$ cat config.mk
export PLATFORM = sky130hd
export DESIGN_NAME = pipe_skid_reg
export DESIGN_NICKNAME = d
export VERILOG_FILES = /design/src/rtl/pipe_skid_reg.sv
export SDC_FILE = /design/constraint.sdc
export NUM_CORES = 1
export LEC_CHECK = 0
export BUFFER_PORTS_ARGS = -buffer_cell sky130_fd_sc_hd__buf_2
export CAP_MARGIN = 20
export CORE_MARGIN = 3
export CORE_UTILIZATION = 50
export DETAILED_ROUTE_END_ITERATION = 12
export GPL_TIMING_DRIVEN = 0
export PLACE_DENSITY = 0.85
export SLEW_MARGIN = 20
export SYNTH_ARGS = -nofsm -noshare
export SYNTH_HDL_FRONTEND = slang
export SYNTH_SLANG_ARGS = --single-unit
$ cat constraint.sdc
create_clock -name clk -period 7.5 [get_ports clk]
set_input_delay 1.125 -clock clk [delete_from_list [all_inputs] [get_ports clk]]
set_output_delay 1.125 -clock clk [all_outputs]
set_load 0.03 [all_outputs]
$ cat src/rtl/pipe_skid_reg.sv
// Two-slot pipeline register (MAIN + SKID) with registered ready, flush,
// zeroed idle slots and a saturating back-pressure counter.
module pipe_skid_reg #(
    parameter int unsigned DATA_W = 32,
    parameter int unsigned PC_W   = 32,
    parameter int unsigned CNT_W  = 16
) (
    input  logic              clk,
    input  logic              reset,
    input  logic              flush,
    input  logic              in_valid,
    output logic              in_ready,
    input  logic [31:0]       in_instr,
    input  logic [PC_W-1:0]   in_pc,
    input  logic [DATA_W-1:0] in_data,
    input  logic              in_flag,
    output logic              out_valid,
    input  logic              out_ready,
    output logic [31:0]       out_instr,
    output logic [PC_W-1:0]   out_pc,
    output logic [DATA_W-1:0] out_data,
    output logic              out_flag,
    output logic [1:0]        occupancy,
    output logic [CNT_W-1:0]  stall_cnt
);

    localparam int unsigned INSTR_W = 32;
    localparam logic [CNT_W-1:0] CNT_MAX = '1;

    typedef enum logic [1:0] {
        S_EMPTY = 2'd0,
        S_ONE   = 2'd1,
        S_FULL  = 2'd2
    } state_t;

    typedef struct packed {
        logic [INSTR_W-1:0] instr;
        logic [PC_W-1:0]    pc;
        logic [DATA_W-1:0]  data;
        logic               flag;
    } entry_t;

    state_t           r_state;
    state_t           w_state_nxt;
    entry_t           r_main;
    entry_t           r_skid;
    entry_t           w_in_entry;
    logic             r_in_ready;
    logic             r_out_valid;
    logic [CNT_W-1:0] r_stall_cnt;
    logic             w_push;
    logic             w_pop;

    assign w_in_entry = '{instr: in_instr, pc: in_pc, data: in_data, flag: in_flag};
    assign w_push     = in_valid && r_in_ready;
    assign w_pop      = r_out_valid && out_ready;

    // Next state; flush overrides any push/pop in the same cycle.
    always_comb begin
        w_state_nxt = r_state;
        if (flush) begin
            w_state_nxt = S_EMPTY;
        end else begin
            case (r_state)
                S_EMPTY: if (w_push) w_state_nxt = S_ONE;
                S_ONE: begin
                    if (w_push && !w_pop)      w_state_nxt = S_FULL;
                    else if (!w_push && w_pop) w_state_nxt = S_EMPTY;
                end
                S_FULL:  if (w_pop) w_state_nxt = S_ONE;
                default: w_state_nxt = S_EMPTY;
            endcase
        end
    end

    // Handshake flags are registered so in_ready never depends on out_ready.
    always_ff @(posedge clk or posedge reset) begin
        if (reset) begin
            r_state     <= S_EMPTY;
            r_in_ready  <= 1'b1;
            r_out_valid <= 1'b0;
        end else begin
            r_state     <= w_state_nxt;
            r_in_ready  <= (w_state_nxt != S_FULL);
            r_out_valid <= (w_state_nxt != S_EMPTY);
        end
    end

    // Slot datapath; any slot that becomes empty is cleared to zero.
    always_ff @(posedge clk or posedge reset) begin
        if (reset) begin
            r_main <= '0;
            r_skid <= '0;
        end else if (flush) begin
            r_main <= '0;
            r_skid <= '0;
        end else begin
            case (r_state)
                S_EMPTY: begin
                    if (w_push) r_main <= w_in_entry;
                end
                S_ONE: begin
                    if (w_push && w_pop)   r_main <= w_in_entry;
                    else if (w_push)       r_skid <= w_in_entry;
                    else if (w_pop)        r_main <= '0;
                end
                S_FULL: begin
                    if (w_pop) begin
                        r_main <= r_skid;
                        r_skid <= '0;
                    end
                end
                default: begin
                    r_main <= '0;
                    r_skid <= '0;
                end
            endcase
        end
    end

    // Saturating count of cycles where the head entry is held back.
    always_ff @(posedge clk or posedge reset) begin
        if (reset) begin
            r_stall_cnt <= '0;
        end else if (r_out_valid && !out_ready && (r_stall_cnt != CNT_MAX)) begin
            r_stall_cnt <= r_stall_cnt + CNT_W'(1);
        end
    end

    assign in_ready  = r_in_ready;
    assign out_valid = r_out_valid;
    assign occupancy = r_state;
    assign out_instr = r_main.instr;
    assign out_pc    = r_main.pc;
    assign out_data  = r_main.data;
    assign out_flag  = r_main.flag;
    assign stall_cnt = r_stall_cnt;

endmodule

==> flow_summary.toml, run 1 <==
[worst_setup_path]
critPathCaptureType = "primary output"
cpMaxStageDelayCell = "dfstp_2"
critical_path_peak_fanout = 6
slowest_delay_ns = 0.58
worstSetupPathType = "reg2out"
crit_arrival_ns = 1.31
crit_required_ns = 6.38
cp_top_family = "flip-flops"
crit_buf_inv = 1
cp-start-kind = "flop"
crit_chain = "buf_2"

[floorplan]
start_util_pct = 52.0
rows = 49
die_h_um = 144
coreArea_um2 = 18400
die_x_um = 144
die-area_um2 = 20800
ios = 219

[timing]
min_period_ns = 2.43
fin_skew_ns = 0.0122
finalSetupViolCount = 0
finalWorstSetupSlack_ns = 5.07
slew_headroom_pct = 60.3
fmax_mhz = 411
whs_ns = 0.482
worst_pin_slew_ns = 0.596
finalHoldViolCount = 0
min_period_over_period_pct = 32.4
setup_tns_ns = 0
maxSlewViolCount = 0
rsz0062_at_grt = "false"

[routing]
viasPerCell = 5.60
wirelength_um = 24900
via_count = 7532
detail-route-antenna-nets = 0
drc = 0
drtIter0Drc = 437
wire_per_inst_um = 18.5
drt-pass1-iter-count = 5

[run_status]
status = "completed"

[clock_network]
clk_pin_slew_ns = 0.06
worstSkewPairLatency_ns = 0.51
cts_buffer_depth = 3
clock_sinks = 214
cts_tree = "done"
hold_buffers = 0
post_cts.repair.setup_buffers = 0
cts_max_level = 1
ctsResizeCount = 0
ctsRootBufferMaster = "clkbuf_16"
numCtsBuffers = 23

[synthesis]
yosys.area_share.simple_pct = 7.16
synthTopCellsByCount = "213 x dfrtp_1, 107 x nand2_1, 99 x inv_1"
avgSynthCellArea_um2 = 11.2
yosysTopAreaCellShare_pct = 55.7
async_reset_ff_share_pct = 100
synthCells = 853
synthXorXnorAreaFrac_pct = 1.19
synth_nets = 956
ys_top_cells_by_area = "dfrtp_1 56%, mux2i_1 10%, o2bb2ai_1 8.9%"
synth_compound_area_share_pct = 17.7
mappedNetlistArea_um2 = 9570
synth_seq_cells = 214
yosys.area.top_type = "dfrtp_1"
synth_top_family_by_area = "compound AO/OA/AOI/OAI gates"
synth_fa_ha_area_share_pct = 0.131
synth_edf_count = 0
yosysSeqAreaShare_pct = 56.0
ys.flop_type = "dfrtp_1"
synth_mux_area_share_pct = 10.4
synth_cell_types = 45
yosysMostFrequentCell = "dfrtp_1"
ys_warn_count = 0

[pwr]
pwr-share-comb_pct = 21.0
p_int_mw = 2.19
seq_power_share_pct = 41.9
netSwitchingPower_uw = 987
ir_drop_v = 0.000177
clockPowerShare_pct = 37.0
power_switching_share_pct = 31.0
leakage_nw = 6.00
power.density_nw_per_um2 = 270

[grt]
grt_usage_pct = 23.5
grt.overflow.total = 0
grt_pass1_vias = 7680
grt_max_degree = 100
antenna_found_initial = 4
grt_pass1_wl_um = 39700

[run]
maxCapViolCount = 0

[placed_design]
gp_congestion = 0.836
place_ws_ns = 4.64
hpwl_um = 17100
port_buffers = 217

[layout]
nets = 1200
finish.utilization_pct = 64.2
area_growth_pct = 23.3
drive_gt1_share_pct = 27.6

[worst_hold_path]
hp-class = "reg2reg"
[flip-flops by register name, indices dropped and copies added (netlist names)]
register	flops
out_flag	1
out_pc	32
out_data	32
out_valid	1
stall_cnt	16
out_instr	32
occupancy	2
in_ready	1
r_skid	97
[power by group through the flow]
stage / clock [mW] / combinational, mW / sequential (mW)
finish: 1.18 / 0.669 / 1.33
global placement: 0 / 0.652 / 1.35
global route: 1.25 / 0.725 / 1.35
CTS: 1.20 / 0.672 / 1.33
detailed placement: 0 / 0.669 / 1.35
floorplan: 0 / 0.317 / 1.48
[per-layer routing]
metal	share of wire (%)	wire (um)	vias up	global-route usage, %
li1	-	-	3483	-
met1	44	11000	3712	33.1
met4	3.2	796	4	7.56
met3	7.0	1740	58	5.13
met5	0.056	14	-	0
met2	45	11300	275	36.6
[cell type report]
class | count | area [um2]
Fill cell | 1431 | 6590
Antenna cell | 2 | 5.00
Multi-Input combinational cell | 473 | 3500
Clock inverter | 11 | 134
Inverter | 99 | 379
Sequential cell | 214 | 5360
Clock buffer | 31 | 656
Timing Repair Buffer | 219 | 1140
Tap cell | 229 | 287
Buffer | 67 | 339
[final timing paths]
| kind | startpoint | endpoint | slack, ns | depth (start not counted) |
|---|---|---|---|---|
| max | in_ready$_DFF_PP1_ | in_ready | 5.07 | 1 |
| min | out_instr[17]$_DFFE_PP0P_ | out_instr[17]$_DFFE_PP0P_ | 0.48 | 1 |
| max reg2reg | occupancy[1]$_DFF_PP0_ | r_skid[52]$_DFFE_PP0P_ | 5.33 | 7 |
| min reg2reg | out_instr[17]$_DFFE_PP0P_ | out_instr[17]$_DFFE_PP0P_ | 0.48 | 1 |
| max in group asynchronous | reset | out_instr[9]$_DFFE_PP0P_ | 6.04 | 3 |
| min in group asynchronous | reset | out_data[30]$_DFFE_PP0P_ | 0.62 | 2 |
[placed cells by master, fill, tap and decap left out, types with 4 or more instances in the layout]
cell | netlist | final
buf_4 | 12 | 12
nor4_1 | 5 | 5
buf_2 | 22 | 239
nand4_1 | 4 | 4
a22oi_1 | 97 | 97
dfrtp_1 | 213 | 213
clkbuf_8 | 0 | 5
o2bb2ai_1 | 97 | 97
xor2_1 | 11 | 11
mux2i_1 | 97 | 97
clkinv_2 | 0 | 7
nand3_1 | 4 | 4
a21oi_1 | 4 | 4
inv_1 | 99 | 98
clkbuf_16 | 0 | 23
nand2_1 | 107 | 107
nor2_1 | 8 | 8
nor3_1 | 4 | 4
clkbuf_1 | 30 | 33
[kinds of logic after synthesis]
family | after synthesis
AO/OA/AOI/OAI | 209
AND/OR/NAND/NOR | 151
multiplexers | 99
adder cells (fa/ha/maj) | 1
XOR/XNOR | 13
buffers and inverters | 166
flip-flops | 214
[metrics by stage]
step	cells	instance area [um2]	total power, mW
after floorplan	853	9570	1.79
after global placement	1299	10900	2.00
after detailed placement	1301	11000	2.02
after CTS	1343	11800	3.20
after global routing	1345	11800	3.32
final	1345	11800	3.18
(Power assumes the default switching activity.)
==> run 2, diff against run 1 <==
--- a/config.mk
+++ b/config.mk
@@ -5,13 +5,14 @@
 export SDC_FILE = /design/constraint.sdc
 export NUM_CORES = 1
 export LEC_CHECK = 0
+export ABC_AREA = 1
 export BUFFER_PORTS_ARGS = -buffer_cell sky130_fd_sc_hd__buf_2
 export CAP_MARGIN = 20
 export CORE_MARGIN = 3
 export CORE_UTILIZATION = 50
 export DETAILED_ROUTE_END_ITERATION = 12
 export GPL_TIMING_DRIVEN = 0
-export PLACE_DENSITY = 0.85
+export PLACE_DENSITY = 0.87
 export SLEW_MARGIN = 20
 export SYNTH_ARGS = -nofsm -noshare
 export SYNTH_HDL_FRONTEND = slang
==> constraint.sdc (replaced) <==
create_clock -name clk -period 2.1 [get_ports clk]
set_input_delay 0.315 -clock clk [delete_from_list [all_inputs] [get_ports clk]]
set_output_delay 0.315 -clock clk [all_outputs]
set_load 0.03 [all_outputs]
==> run 2 against run 1 <==
Register-to-register slack got worse by 5.2 ns. Non-clock buffer count is 40 higher. Core utilization down 0.086 points. Cell count grew 48%. Sequential power rose to 4.2 times the previous value. Count of clock-buffer cells in the layout rose by 6. Critical path depth up 9. Critical endpoint is now out_pc[5]$_DFFE_PP0P_. Largest cell class unchanged.
==> flow_summary.toml, run 2 <==
[worst_hold_path]
min_to = "r_skid[51]$_DFFE_PP0P_"
whs_path_depth = 3
holdCritStartpoint = "in_pc[18]"
hp-class = "in2reg"

[worst_setup_path]
critical_path_peak_fanout = 10
timing.rr.end = "out_pc[5]$_DFFE_PP0P_"
crit_arrival_ns = 2.42
crit_path_frequent_cell = "nand2_1"
regToRegSetupSlack_ns = 0.09
reg2reg_depth = 10
cpMaxStageDelayCell = "dfrtp_2"
worstSetupPathType = "reg2reg"
slowest_delay_ns = 0.47
critPathCaptureType = "flop"
crit_required_ns = 2.51
cp-start-kind = "flop"
r2r_start = "occupancy[1]$_DFF_PP0_"
crit_chain = "inv_2 > nand2_1 > nor2_4 > nand2_1 > nand4_1 > buf_6 > inv_2 > buf_2 > nand2_1 > nand2_1"

[layout]
nets = 1806
layout_common_cells = "540 x nand2_1, 242 x buf_2, 225 x o21ai_0, 211 x dfrtp_1, 96 x nor2_1"
multi_input_area_um2 = 4540
nFillCells = 1770
seq_area_um2 = 5360
area_growth_pct = 24.1
stdcell_count = 1993
layout_commonest_cell = "nand2_1"
finish.utilization_pct = 64.1
top_register = "r_skid"
drive_gt1_share_pct = 19.9
largest_register_ffs = 97

[synthesis]
synth_cell_types = 23
synth_top_family_by_area = "simple AND/OR/NAND/NOR gates"
synth_nets = 1546
synth_mux_area_share_pct = 0
yosys.area_share.simple_pct = 26.2
yosysSeqAreaShare_pct = 50.4
yosysTopAreaCellShare_pct = 50.2
mappedNetlistArea_um2 = 10600
yosysMostFrequentCell = "nand2_1"
synth_compound_area_share_pct = 15.3
ys_warn_count = 0
synth_edf_count = 0
synthXorXnorAreaFrac_pct = 0.660
yosys.area.top_type = "dfrtp_1"
ys_top_cells_by_area = "dfrtp_1 50%, nand2_1 19%, o21ai_0 11%"
ys.flop_type = "dfrtp_1"
synth_seq_cells = 214
synthCells = 1443
synthTopCellsByCount = "541 x nand2_1, 225 x o21ai_0, 213 x dfrtp_1"
synth_fa_ha_area_share_pct = 0.118
async_reset_ff_share_pct = 100
avgSynthCellArea_um2 = 7.36

[timing]
finalWorstSetupSlack_ns = 0.0870
maxSlewViolCount = 0
min_period_over_period_pct = 95.9
finalSetupViolCount = 0
slew_headroom_pct = 50.1
fin_skew_ns = 0.0165
setup_tns_ns = 0
fmax_mhz = 497
finalHoldViolCount = 0
min_period_ns = 2.01
rsz0062_at_grt = "false"
worst_pin_slew_ns = 0.747

[grt]
grt_max_degree = 34
grt_usage_pct = 27.5
grt_pass1_wl_um = 50600
grt.overflow.total = 0
antenna_found_initial = 7
grt_pass1_vias = 10200

[placed_design]
hpwl_um = 22800
dp.cells = 1938
place_ws_ns = -0.518
port_buffers = 218
gp_congestion = 0.845

[run]
maxCapViolCount = 0

[routing]
drtIter0Drc = 648
top_layer_used = "met5"
wire_per_inst_um = 16.4
route.met2.wl_um = 15700
detail-route-antenna-nets = 0
drc = 0
wirelength_um = 32600
via_count = 10700
wl_met1_um = 13500
drt-pass1-iter-count = 8
viasPerCell = 5.36
dr_wl_met3_um = 2590

[floorplan]
ios = 219
coreArea_um2 = 20600
rows = 52
die_h_um = 152
die-area_um2 = 23000
die_x_um = 152
start_util_pct = 51.6

[clock_network]
clock_sinks = 214
worstSkewPairLatency_ns = 0.52
cts_max_level = 1
cts_tree = "done"
ctsRootBufferMaster = "clkbuf_16"
clk_pin_slew_ns = 0.06
numCtsBuffers = 24
cts_buffer_depth = 3

[pwr]
power.density_nw_per_um2 = 1200
leakage_nw = 6.64
ir_drop_v = 0.000657

[run_status]
status = "completed"
==> run 2: through the flow <==
step	instance area [um2]	power, mW	hold WS, ns
after floorplan	10600	9.37	0.453
after global placement	12100	11.2	0.460
after detailed placement	12200	11.4	0.460
after CTS	13100	15.7	0.0445
after global routing	13200	16.6	0.0595
final	13200	15.7	0.0550
==> run 2: final cells by class <==
class                           instances  area share (%)
Antenna cell                            4          0.0760
Buffer                                 90            3.34
Clock buffer                           37            5.54
Clock inverter                          5           0.513
Inverter                               95            2.74
Multi-Input combinational cell       1042            34.4
Sequential cell                       214            40.7
Tap cell                              270            2.56
Timing Repair Buffer                  236            10.1
==> run 2: power by group <==
| part | leakage (nW) | switching (mW) | total (mW) | internal, mW |
|---|---|---|---|---|
| combinational | 3.36 | 4.31 | 5.92 | 1.61 |
| sequential | 2.89 | 0.578 | 5.61 | 5.03 |
| clock | 0.388 | 1.70 | 4.21 | 2.51 |
| total | 6.64 | 6.58 | 15.7 | 9.16 |
==> run 2: worst max path at each step <==
stage,from,endpoint,cells past startpoint,slack (ns)
floorplan,reset,occupancy[0]$_DFF_PP0_,1,-1.0
global placement,reset,out_data[27]$_DFFE_PP0P_,2,-2.27
detailed placement,in_ready$_DFF_PP1_,r_skid[91]$_DFFE_PP0P_,8,-0.52
CTS,occupancy[1]$_DFF_PP0_,r_skid[91]$_DFFE_PP0P_,9,0.003
global route,occupancy[1]$_DFF_PP0_,out_pc[5]$_DFFE_PP0P_,10,0.007
finish,occupancy[1]$_DFF_PP0_,out_pc[5]$_DFFE_PP0P_,10,0.09
==> run 2: cells by family (layout without fill, tap and decap cells) <==
logic type | count (synthesis) | after routing
AOI/OAI and AO/OA | 324 | 324
and+or+nand+nor | 709 | 709
adders and majority gates | 1 | 1
other | 0 | 4
buffers and inverters | 187 | 463
xor gates and xnor gates | 8 | 8
DFF | 214 | 214
==> run 2: what timing repair did <==
action                                  4_1_cts  5_1_grt
endpoints found under the setup margin      194      197
endpoints found under the hold margin        26        0
pin swaps                                     2        3
hold buffers                                  1        0
resized for setup                            13       30
buffers inserted                              6        3
cloned                                        0        1
==> run 2: per-layer routing <==
| layer | up-vias | track usage [%] |
|---|---|---|
| met2 | 427 | 46.2 |
| met5 | - | 0 |
| met1 | 5044 | 35.5 |
| met4 | 8 | 9.61 |
| met3 | 76 | 5.41 |
| li1 | 5120 | - |
==> run 2: worst max-delay path, delay by kind of cell (launching register included) <==
family | cells | cell delay (ns)
buffers and inverters | 4 | 0.61
flip-flops | 1 | 0.47
AND/OR/NAND/NOR | 6 | 0.83
==> run 3, diff against run 2 <==
--- a/config.mk
+++ b/config.mk
@@ -12,6 +12,8 @@
 export CORE_UTILIZATION = 50
 export DETAILED_ROUTE_END_ITERATION = 12
 export GPL_TIMING_DRIVEN = 0
+export HOLD_SLACK_MARGIN = 0.15
+export MAX_ROUTING_LAYER = met4
 export PLACE_DENSITY = 0.87
 export SLEW_MARGIN = 20
 export SYNTH_ARGS = -nofsm -noshare
==> run 3 against run 2 <==
Flip-flop and latch count stayed put. Via count is 7.2% higher. Final area is 7.9% higher. Highest routed layer is now met4. Sequential share of layout area is 3.0 points lower. Maximum frequency is 2.9% lower. Combinational power is 5.1% higher. Sequential power hardly changed.
==> flow_summary.toml, run 3 (synthesized netlist as in run 2, its figures left out) <==
[run_status]
status = "completed"

[placed_design]
gp_congestion = 0.858
dp.cells = 1938
hpwl_um = 22800
place_area_um2 = 12200
place_ws_ns = -0.518
port_buffers = 218

[layout]
stdcell_count = 2090
drive_gt1_share_pct = 19.5
finish.utilization_pct = 69.1
layout_common_cells = "540 x nand2_1, 240 x buf_2, 224 x o21ai_0, 211 x dfrtp_1, 99 x dlygate4sd3_1"
top_register = "r_skid"
area_growth_pct = 33.8
design_area_um2 = 14200
nets = 1906
largest_register_ffs = 97
layout_commonest_cell = "nand2_1"

[worst_setup_path]
crit_required_ns = 2.51
cpMaxStageDelayCell = "dlygate4sd3_1"
cp-start-kind = "input port"
critPathCaptureType = "flop"
crit_arrival_ns = 2.49
slowest_delay_ns = 0.54
crit_path_frequent_cell = "nand2_1"
critical_path_peak_fanout = 10
worstSetupPathType = "in2reg"
crit_chain = "dlygate4sd3_1 > buf_2 > inv_1 > nand2_1 > nor2_4 > nand2_1 > nand4_1 > buf_6 > inv_2 > buf_2 > nand2_1 > nand2_1"

[clock_network]
cts_buffer_depth = 3
worstSkewPairLatency_ns = 0.53
clock_sinks = 214
numCtsBuffers = 24
cts_max_level = 1
ctsRootBufferMaster = "clkbuf_16"
clk_pin_slew_ns = 0.06
cts_tree = "done"

[grt]
antenna_found_initial = 0
grt_max_degree = 34
grt_pass1_wl_um = 55400
grt_usage_pct = 30.9
grt.overflow.total = 0
grt_pass1_vias = 11200

[routing]
drt-pass1-iter-count = 7
via_count = 11400
drtIter0Drc = 803
detail-route-antenna-nets = 0
wire_per_inst_um = 16.9
wirelength_um = 35400
drc = 0
viasPerCell = 5.47

[timing]
maxSlewViolCount = 0
worst_pin_slew_ns = 0.736
slew_headroom_pct = 50.8
min_period_ns = 2.07
finalHoldViolCount = 0
fin_skew_ns = 0.0225
finalSetupViolCount = 0
setup_tns_ns = 0
fmax_mhz = 482
min_period_over_period_pct = 98.8
whs_ns = 0.197
finalWorstSetupSlack_ns = 0.0261

[pwr]
power.density_nw_per_um2 = 1130
power_mw = 16.1
leakage_nw = 7.10
ir_drop_v = 0.000669

[floorplan]
start_util_pct = 51.6
coreArea_um2 = 20600
die_x_um = 152
die_h_um = 152
die-area_um2 = 23000
rows = 52
ios = 219

[run]
maxCapViolCount = 0

[worst_hold_path]
hp-class = "in2reg"
==> run 3: cell types whose count changed in the layout (fill, tap and decap cells not counted), sizes merged <==
cell,change
dlygate4sd3,+98
clkbuf,+3
diode,-3
buf,-1
==> run 3: path summary, 6_finish.rpt <==
kind / startpoint / endpoint / slack [ns] / cells past startpoint
min in group asynchronous: reset / out_instr[22]$_DFFE_PP0P_ / 0.51 / 3
min: out_ready / stall_cnt[10]$_DFFE_PP0P_ / 0.20 / 4
max in group asynchronous: reset / out_pc[5]$_DFFE_PP0P_ / 0.52 / 6
max reg2reg: occupancy[1]$_DFF_PP0_ / out_pc[5]$_DFFE_PP0P_ / 0.11 / 10
max: flush / out_pc[5]$_DFFE_PP0P_ / 0.03 / 12
min reg2reg: out_instr[28]$_DFFE_PP0P_ / out_instr[28]$_DFFE_PP0P_ / 0.48 / 2
==> run 3: worst max-delay path: cells and delay by family <==
| family | cells | cell delay (ns) |
|---|---|---|
| buf+inv | 6 | 1.35 |
| simple gates | 6 | 0.81 |
==> run 3: routing by layer <==
layer / share of wire [%] / vias up / GRT usage, % / wire length (um)
li1: - / 5322 / - / -
met3: 8.0 / 143 / 5.65 / 2820
met2: 49 / 595 / 50.8 / 17200
met1: 39 / 5380 / 37.8 / 13900
met4: 4.1 / 0 / 13.1 / 1450
met5: 0 / - / - / 0
==> run 3: cell type report <==
cell class / count / area, um2
buffer: 90 / 464
antenna: 1 / 2.50
tap: 270 / 338
inverter: 95 / 360
clock buffer: 37 / 729
timing repair buffer: 336 / 2350
multi-input combinational: 1042 / 4540
fill: 1565 / 6350
clock inverter: 5 / 67.6
sequential: 214 / 5360
==> run 3: timing repair <==
action / CTS / global route
gates resized for setup: 13 / 56
gates cloned: 0 / 1
endpoints found under the setup margin: 194 / 197
pin swaps: 2 / 5
hold buffers: 99 / 0
endpoints found under the hold margin: 144 / 0
buffers inserted: 6 / 5
==> run 3: power by group <==
part | internal, mW | switching (mW) | total [mW]
combinational | 1.78 | 4.44 | 6.22
clock | 2.51 | 1.72 | 4.23
sequential | 5.03 | 0.592 | 5.63
total | 9.33 | 6.75 | 16.1
